### src/rtl/vc_pop_arbiter.sv
`default_nettype none
// ============================================================================
// Module   : vc_pop_arbiter
// Purpose  : Pops VC0/VC1 FIFOs and routes each word to D0/D1 by its dest bit.
//            Define VC_ROUND_ROBIN_EN for alternating VC grants.
// Revision : 1.0  initial release
// ============================================================================
module vc_pop_arbiter #(
   parameter int DATA_WIDTH = 6,
   parameter int DEST_BIT   = 4
) (
   input  logic                  clk,
   input  logic                  reset,
   input  logic                  init_i,
   input  logic                  vc0_empty_i,
   input  logic                  vc1_empty_i,
   input  logic [DATA_WIDTH-1:0] vc0_data_i,
   input  logic [DATA_WIDTH-1:0] vc1_data_i,
   input  logic                  d0_almost_full_i,
   input  logic                  d1_almost_full_i,
   output logic                  vc0_rd_enable_o,
   output logic                  vc1_rd_enable_o,
   output logic                  d0_push_o,
   output logic [DATA_WIDTH-1:0] d0_data_o,
   output logic                  d1_push_o,
   output logic [DATA_WIDTH-1:0] d1_data_o,
   output logic [1:0]            state_o,
   output logic                  idle_o
);

   typedef enum logic [1:0] {
      ST_RESET  = 2'b00,
      ST_INIT   = 2'b01,
      ST_IDLE   = 2'b10,
      ST_ACTIVE = 2'b11
   } state_t;

   state_t                  state_q, state_d;
   logic                    p_valid_q;
   logic                    p_sel_q;
   logic                    d0_push_q, d1_push_q;
   logic [DATA_WIDTH-1:0]   d0_data_q, d1_data_q;

   logic                    w_stall;
   logic                    w_run;
   logic                    w_rd0, w_rd1;
   logic                    w_pop;
   logic [DATA_WIDTH-1:0]   w_word;
   logic                    w_dest;

   // Destination is unknown until the word is read, so either flag blocks pops
   assign w_stall = d0_almost_full_i | d1_almost_full_i;
   assign w_run   = ((state_q == ST_IDLE) || (state_q == ST_ACTIVE)) &&
                    init_i && reset && !w_stall;

`ifdef VC_ROUND_ROBIN_EN
   logic last_grant_q;
   logic w_pick1;

   always_comb begin
      w_pick1 = vc0_empty_i;
      if (!vc0_empty_i && !vc1_empty_i) begin
         w_pick1 = ~last_grant_q;
      end
   end

   assign w_rd0 = w_run & ~w_pick1 & ~vc0_empty_i;
   assign w_rd1 = w_run &  w_pick1 & ~vc1_empty_i;

   // Reset to 1 so VC0 wins the first contended grant
   always_ff @(posedge clk) begin
      if (!reset) begin
         last_grant_q <= 1'b1;
      end else if (w_rd0 || w_rd1) begin
         last_grant_q <= w_rd1;
      end
   end
`else
   assign w_rd0 = w_run & ~vc0_empty_i;
   assign w_rd1 = w_run &  vc0_empty_i & ~vc1_empty_i;
`endif

   assign w_pop  = w_rd0 | w_rd1;
   assign w_word = p_sel_q ? vc1_data_i : vc0_data_i;
   assign w_dest = w_word[DEST_BIT];

   always_comb begin
      state_d = state_q;
      case (state_q)
         ST_RESET: state_d = ST_INIT;
         ST_INIT:  if (init_i) state_d = ST_IDLE;
         default: begin
            if (!init_i)    state_d = ST_INIT;
            else if (w_pop) state_d = ST_ACTIVE;
            else            state_d = ST_IDLE;
         end
      endcase
   end

   // A word already in flight completes even if init drops; only reset drops it
   always_ff @(posedge clk) begin
      if (!reset) begin
         state_q   <= ST_RESET;
         p_valid_q <= 1'b0;
         p_sel_q   <= 1'b0;
         d0_push_q <= 1'b0;
         d1_push_q <= 1'b0;
         d0_data_q <= '0;
         d1_data_q <= '0;
      end else begin
         state_q   <= state_d;
         p_valid_q <= w_pop;
         p_sel_q   <= w_rd1;
         d0_push_q <= p_valid_q & ~w_dest;
         d1_push_q <= p_valid_q &  w_dest;
         if (p_valid_q && !w_dest) d0_data_q <= w_word;
         if (p_valid_q &&  w_dest) d1_data_q <= w_word;
      end
   end

   assign vc0_rd_enable_o = w_rd0;
   assign vc1_rd_enable_o = w_rd1;
   assign d0_push_o       = d0_push_q;
   assign d1_push_o       = d1_push_q;
   assign d0_data_o       = d0_data_q;
   assign d1_data_o       = d1_data_q;
   assign state_o         = state_q;
   assign idle_o          = (state_q == ST_IDLE) & ~p_valid_q;

endmodule
`default_nettype wire

### config.mk
export PLATFORM = sky130hd
export DESIGN_NAME = vc_pop_arbiter
export DESIGN_NICKNAME = d
export VERILOG_FILES = /design/src/rtl/vc_pop_arbiter.sv
export SDC_FILE = /design/constraint.sdc
export NUM_CORES = 1
export LEC_CHECK = 0
export BUFFER_PORTS_ARGS = -buffer_cell sky130_fd_sc_hd__clkbuf_2
export CORE_UTILIZATION = 28
export CTS_CLUSTER_DIAMETER = 100
export DETAILED_ROUTE_END_ITERATION = 7
export GPL_ROUTABILITY_DRIVEN = 1
export PLACE_DENSITY_LB_ADDON = 0.2
export SYNTH_ARGS = -nofsm -noshare
export SYNTH_HDL_FRONTEND = slang
export SYNTH_SLANG_ARGS = --single-unit
### constraint.sdc
create_clock -name clk -period 1.7 [get_ports clk]
set_clock_uncertainty 0.15 [all_clocks]
set_input_delay 0.34 -clock clk [delete_from_list [all_inputs] [get_ports clk]]
set_output_delay 0.34 -clock clk [all_outputs]
set_load 0.01 [all_outputs]
==> impl_metrics.env, run 1 <==
export IMPL_critPathArrivalTime_ps=1130
export IMPL_antenna_found_initial=0
export IMPL_critPathSlowestCell="dfxtp_2"
export IMPL_p_seq_share_pct=57.3
export IMPL_combPwrFrac_pct=8.1
export IMPL_yosys_area_top_type="dfxtp_1"
export IMPL_vias=615
export IMPL_async_reset_ff_share_pct=0
export IMPL_period_share_pct=95.06
export IMPL_synthToLayoutAreaGrowth_pct=35.53
export IMPL_drv_cap=0
export IMPL_cp_max_fo=4
export IMPL_worstSkewPairLatency_ps=280
export IMPL_drt_iter0_drc=9
export IMPL_p_clk_share_pct=34.7
export IMPL_clock_sinks=18
export IMPL_slew_limit_headroom_pct=73.03
export IMPL_setup_viol=0
export IMPL_nFillCells=266
export IMPL_synth_edff_count=0
export IMPL_io_buffer_count=37
export IMPL_cp_slowest_stage_delay_ps=360
export IMPL_yosysWarningCount=0
export IMPL_rsz0062_at_grt="yes"
export IMPL_clockRootBuffer="clkbuf_4"
export IMPL_fin_tns_setup_ps=0
export IMPL_dr_pass1_iters=4
export IMPL_core_area_um2=2455
export IMPL_synth_seq_cells=18
export IMPL_crit_type="reg2out"
export IMPL_drt_wl_total_um=1450
export IMPL_cts_tree="yes"
export IMPL_final_cell_count_no_fill=142
export IMPL_drive_above_1_share_pct=47.32
export IMPL_design_die_area_um2=2785
export IMPL_grt_pass1_vias=535
export IMPL_synth_distinct_cells=18
export IMPL_dp_cells=138
export IMPL_drc=0
export IMPL_chipHeight_um=52.78
export IMPL_synth_top_area_share_pct=49.91
export IMPL_layout_common_cells="36 x clkbuf_2, 17 x dfxtp_1, 15 x nand2_1"
export IMPL_place_congestion=0.6308
export IMPL_placementRows=18
export IMPL_cp_cell_sequence="nand4_1 -> nor3b_2 -> buf_2"
export IMPL_cts_buffer_depth=2
export IMPL_synth_seq_area_share_pct=49.91
export IMPL_synth_fp_nets=91
export IMPL_synth_area_per_cell_um2=10.03
export IMPL_irDropWorstVdd_uv=303.2
export IMPL_post_cts_buffers=0
export IMPL_htreeDepth=1
export IMPL_grt_max_degree=19
export IMPL_initial_utilization_pct=29.41
export IMPL_clock_fmax_ghz=0.6188
export IMPL_crit_path_end_kind="output pin"
export IMPL_postRouteAntennaNets=0
export IMPL_finalPower_w=0.0007488
export IMPL_ys_top_cells_by_area="dfxtp_1 50%, mux2i_1 15%, mux2_2 7.8%"
export IMPL_die_w_um=52.78
export IMPL_syn_area_um2=721.9
export IMPL_avgRoutedWirePerCell_um=10.21
export IMPL_hp_class="in2reg"
export IMPL_grt_first_pass_wirelength_um=2373
export IMPL_num_antenna_cells=0
export IMPL_min_period_ps=1616
export IMPL_vias_per_cell=4.331
export IMPL_p_leak_nw=0.5215
export IMPL_synth_ff_type="dfxtp_1"
export IMPL_clkTransAtPathRegs_ps=100
export IMPL_startpoint_type="flop"
export IMPL_power_density_nw_per_um2=765.3
export IMPL_dpl_hpwl_um=1135
export IMPL_synth_cells=72
export IMPL_overflow=0
export IMPL_grt_usage_pct=12.03
export IMPL_drv_slew=0
export IMPL_pin_count=38
export IMPL_sw_frac_of_total_pct=21.39
export IMPL_intPower_w=0.0005886
export IMPL_power_switching_w=0.0001602
export IMPL_numCtsBuffers=3
export IMPL_cp_required_ps=1210
export IMPL_tightest_slew_ps=404.5
export IMPL_hold_violations=0
export IMPL_outcome="completed"
export IMPL_nets=132
export IMPL_mostFrequentLayoutCell="clkbuf_2"
==> final timing paths <==
check,startpoint,endpoint,slack (ps),cells after the start
worst max-delay path,state_o[1],vc1_rd_enable_o,80,3
worst min-delay path,vc1_empty_i,p_sel_q,120,2
worst max register to register,p_sel_q,d1_data_o[1],270,3
worst min register to register,d0_data_o[0],d0_data_o[0],310,2
==> final cells by class <==
| cell class | count | area [um^2] | share of cell area [%] |
|---|---|---|---|
| clock buffers | 4 | 36.28 | 3.708 |
| inverters | 2 | 7.507 | 0.7673 |
| multi-input cells | 48 | 327.8 | 33.50 |
| flip-flops and latches | 18 | 361.6 | 36.96 |
| well taps | 30 | 37.54 | 3.836 |
| repair buffers | 40 | 207.7 | 21.23 |
==> repair_timing <==
item / in CTS / in global routing
setup endpoints to repair: 0 / 1
hold buffers: 0 / 0
gates resized for setup: 0 / 3
==> layer usage <==
layer  vias up  share of wire [%]  track usage (%)  routed length (um)
met3         4                7.0            3.478                 101
met4         0                2.0            6.579                  29
li1        322                  -                -                   -
met5         -                  0                0                   0
met1       269                 45            16.40                 648
met2        20                 46            16.67                 671
==> synthesized netlist by cell type (2+ instances only) <==
library cell,instances
a21oi_1,3
buf_6,2
dfxtp_1,18
inv_1,2
mux2_2,5
mux2i_1,11
nand2_1,15
nor2_1,4
nor3b_1,3
==> registers in the layout, summed over array words and instances, names as in the netlist <==
register   cells
p_valid_q      1
p_sel_q        1
d0_push_o      1
state_o        2
d1_data_o      6
d0_data_o      6
d1_push_o      1
==> critical path, delay by kind of cell (launching register included) <==
family                 cells  cell delay, ps
DFF                        1             360
buffers and inverters      1             140
and+or+nand+nor            2             340
==> power by group through the flow <==
stage / sequential, W / combinational (W) / clock [W]
final: 0.000429 / 0.0000604 / 0.000260
after detailed placement: 0.000438 / 0.0000609 / 0
after global placement: 0.000438 / 0.0000597 / 0
after floorplan: 0.000440 / 0.0000274 / 0
after CTS: 0.000429 / 0.0000611 / 0.000271
after global routing: 0.000430 / 0.0000689 / 0.000290
==> kinds of logic (layout without fill, tap and decap cells) <==
family	count (synthesis)	count (layout)	share of synthesized area, %
AND/OR/NAND/NOR	27	27	17.33
flip-flops	18	18	49.91
multiplexers	16	16	23.05
buffers and inverters	6	46	5.372
AO/OA/AOI/OAI	5	5	4.333
==> per-stage QoR <==
stage | hold slack (ps) | worst slack, ps | util (%) | area, um^2
finish | 116.2 | 83.93 | 39.86 | 978.4
global route | 105.9 | -8.293 | 39.86 | 978.4
CTS | 94.95 | 18.32 | 39.60 | 972.2
detailed placement | 301.7 | 190.0 | 38.12 | 935.9
global placement | 292.3 | 210.5 | 38.12 | 935.9
floorplan | 266.1 | 184.4 | - | 721.9
No activity file was read; power rests on OpenSTA's default activity.
==> run 2: changes to the inputs <==
--- a/config.mk
+++ b/config.mk
@@ -11,6 +11,7 @@
 export DETAILED_ROUTE_END_ITERATION = 7
 export GPL_ROUTABILITY_DRIVEN = 1
 export PLACE_DENSITY_LB_ADDON = 0.2
+export RECOVER_POWER = 25
 export SYNTH_ARGS = -nofsm -noshare
 export SYNTH_HDL_FRONTEND = slang
 export SYNTH_SLANG_ARGS = --single-unit
==> run 2 against run 1 <==
Count of clock-buffer cells in the layout stayed put; cell area decreased by 0.77%; sequential share of layout area up 0.29 points.
==> impl_metrics.env, run 2 (synthesis gave the netlist of run 1 again) <==
export IMPL_vias=621
export IMPL_hold_start="vc1_empty_i"
export IMPL_layout_common_cells="32 x clkbuf_2, 17 x dfxtp_1, 16 x nand2_1"
export IMPL_place_area_um2=935.9
export IMPL_mostFrequentLayoutCell="clkbuf_2"
export IMPL_cts_buffer_depth=2
export IMPL_dp_cells=138
export IMPL_cts_hold_buffers_added=0
export IMPL_crit_path_end_kind="output pin"
export IMPL_finalPower_w=0.0007473
export IMPL_period_share_pct=95.01
export IMPL_holdPathEnd="p_sel_q"
export IMPL_core_area_um2=2455
export IMPL_setup_viol=0
export IMPL_post_cts_buffers=0
export IMPL_drt_iter0_drc=9
export IMPL_slew_limit_headroom_pct=72.62
export IMPL_clkTransAtPathRegs_ps=100
export IMPL_power_density_nw_per_um2=769.7
export IMPL_drt_wl_total_um=1457
export IMPL_outcome="completed"
export IMPL_design_die_area_um2=2785
export IMPL_postRouteAntennaNets=0
export IMPL_drc=0
export IMPL_grt_usage_pct=12.03
export IMPL_nets=132
export IMPL_startpoint_type="flop"
export IMPL_grt_first_pass_wirelength_um=2373
export IMPL_cp_required_ps=1210
export IMPL_reg2reg_to="d1_data_o[1]"
export IMPL_grt_max_degree=19
export IMPL_cp_max_fo=4
export IMPL_reg2regPathDepth=3
export IMPL_clock_sinks=18
export IMPL_drv_cap=0
export IMPL_initial_utilization_pct=29.41
export IMPL_critPathArrivalTime_ps=1130
export IMPL_numCtsBuffers=3
export IMPL_final_area_um2=970.9
export IMPL_clockRootBuffer="clkbuf_4"
export IMPL_place_congestion=0.6308
export IMPL_final_cell_count_no_fill=142
export IMPL_drv_slew=0
export IMPL_irDropWorstVdd_uv=302.9
export IMPL_r2r_slack_ps=310
export IMPL_hp_class="in2reg"
export IMPL_htreeDepth=1
export IMPL_avgRoutedWirePerCell_um=10.26
export IMPL_synthToLayoutAreaGrowth_pct=34.49
export IMPL_worstSkewPairLatency_ps=280
export IMPL_drive_above_1_share_pct=42.86
export IMPL_nFillCells=267
export IMPL_cts_resized=0
export IMPL_grt_pass1_vias=535
export IMPL_hold_violations=0
export IMPL_chipHeight_um=52.78
export IMPL_cts_tree="yes"
export IMPL_min_period_ps=1615
export IMPL_reg2reg_from="p_sel_q"
export IMPL_tightest_slew_ps=410.7
export IMPL_antenna_found_initial=0
export IMPL_pin_count=38
export IMPL_die_w_um=52.78
export IMPL_whs_path_depth=2
export IMPL_dpl_hpwl_um=1135
export IMPL_rsz0062_at_grt="yes"
export IMPL_dr_pass1_iters=4
export IMPL_io_buffer_count=37
export IMPL_placementRows=18
export IMPL_vias_per_cell=4.373
export IMPL_crit_type="reg2out"
export IMPL_clock_fmax_ghz=0.6192
export IMPL_num_antenna_cells=0
export IMPL_p_leak_nw=0.5069
export IMPL_overflow=0
==> run 2: cell counts in the layout (fill, tap and decap cells not counted) <==
No cell type changed its count.
==> run 2: area by class of cell <==
cell class,count,area (um^2),share of cell area (%)
clock buffers,4,36.28,3.737
flip-flops and latches,18,361.6,37.24
inverters,2,7.507,0.7732
repair buffers,40,202.7,20.88
well taps,30,37.54,3.866
multi-input cells,48,325.3,33.51
==> run 2: per-layer routing <==
metal  vias up  GRT usage (%)  part of all wire [%]
li1        322              -                     -
met1       275          16.40                    45
met2        20          16.67                    46
met3         4          3.478                   7.0
met4         0          6.579                   2.0
met5         -              0                     0
==> run 2: per-stage QoR <==
stage	utilization [%]	TNS [ps]	worst slack [ps]	hold slack, ps
2_1_floorplan	-	0	184.4	266.1
3_3_place_gp	38.12	0	210.5	292.3
3_5_place_dp	38.12	0	190.0	301.7
4_1_cts	39.60	0	18.32	94.95
5_1_grt	39.55	-8.293	-8.293	105.9
6_report	39.55	0	84.89	117.1
==> run 2: worst max path at each step <==
stage          depth (start not counted)        startpoint               to
3_5_place_dp                           5  d1_almost_full_i  vc1_rd_enable_o
5_1_grt                                3        state_o[1]  vc1_rd_enable_o
3_3_place_gp                           5  d1_almost_full_i  vc1_rd_enable_o
2_1_floorplan                          3             reset  vc1_rd_enable_o
6_report                               3        state_o[1]  vc1_rd_enable_o
4_1_cts                                3        state_o[1]  vc1_rd_enable_o
==> run 2: critical path, stage by stage, from the launching register on <==
cell and delay (ps):
dfxtp_2 360, nand4_1 160, nor3b_2 180, buf_2 140
==> run 2: where the power goes <==
| part | internal [W] | switching, W |
|---|---|---|
| Sequential | 0.000426 | 0.00000309 |
| Clock | 0.000130 | 0.000128 |
| Combinational | 0.0000324 | 0.0000277 |
| Total | 0.000589 | 0.000159 |
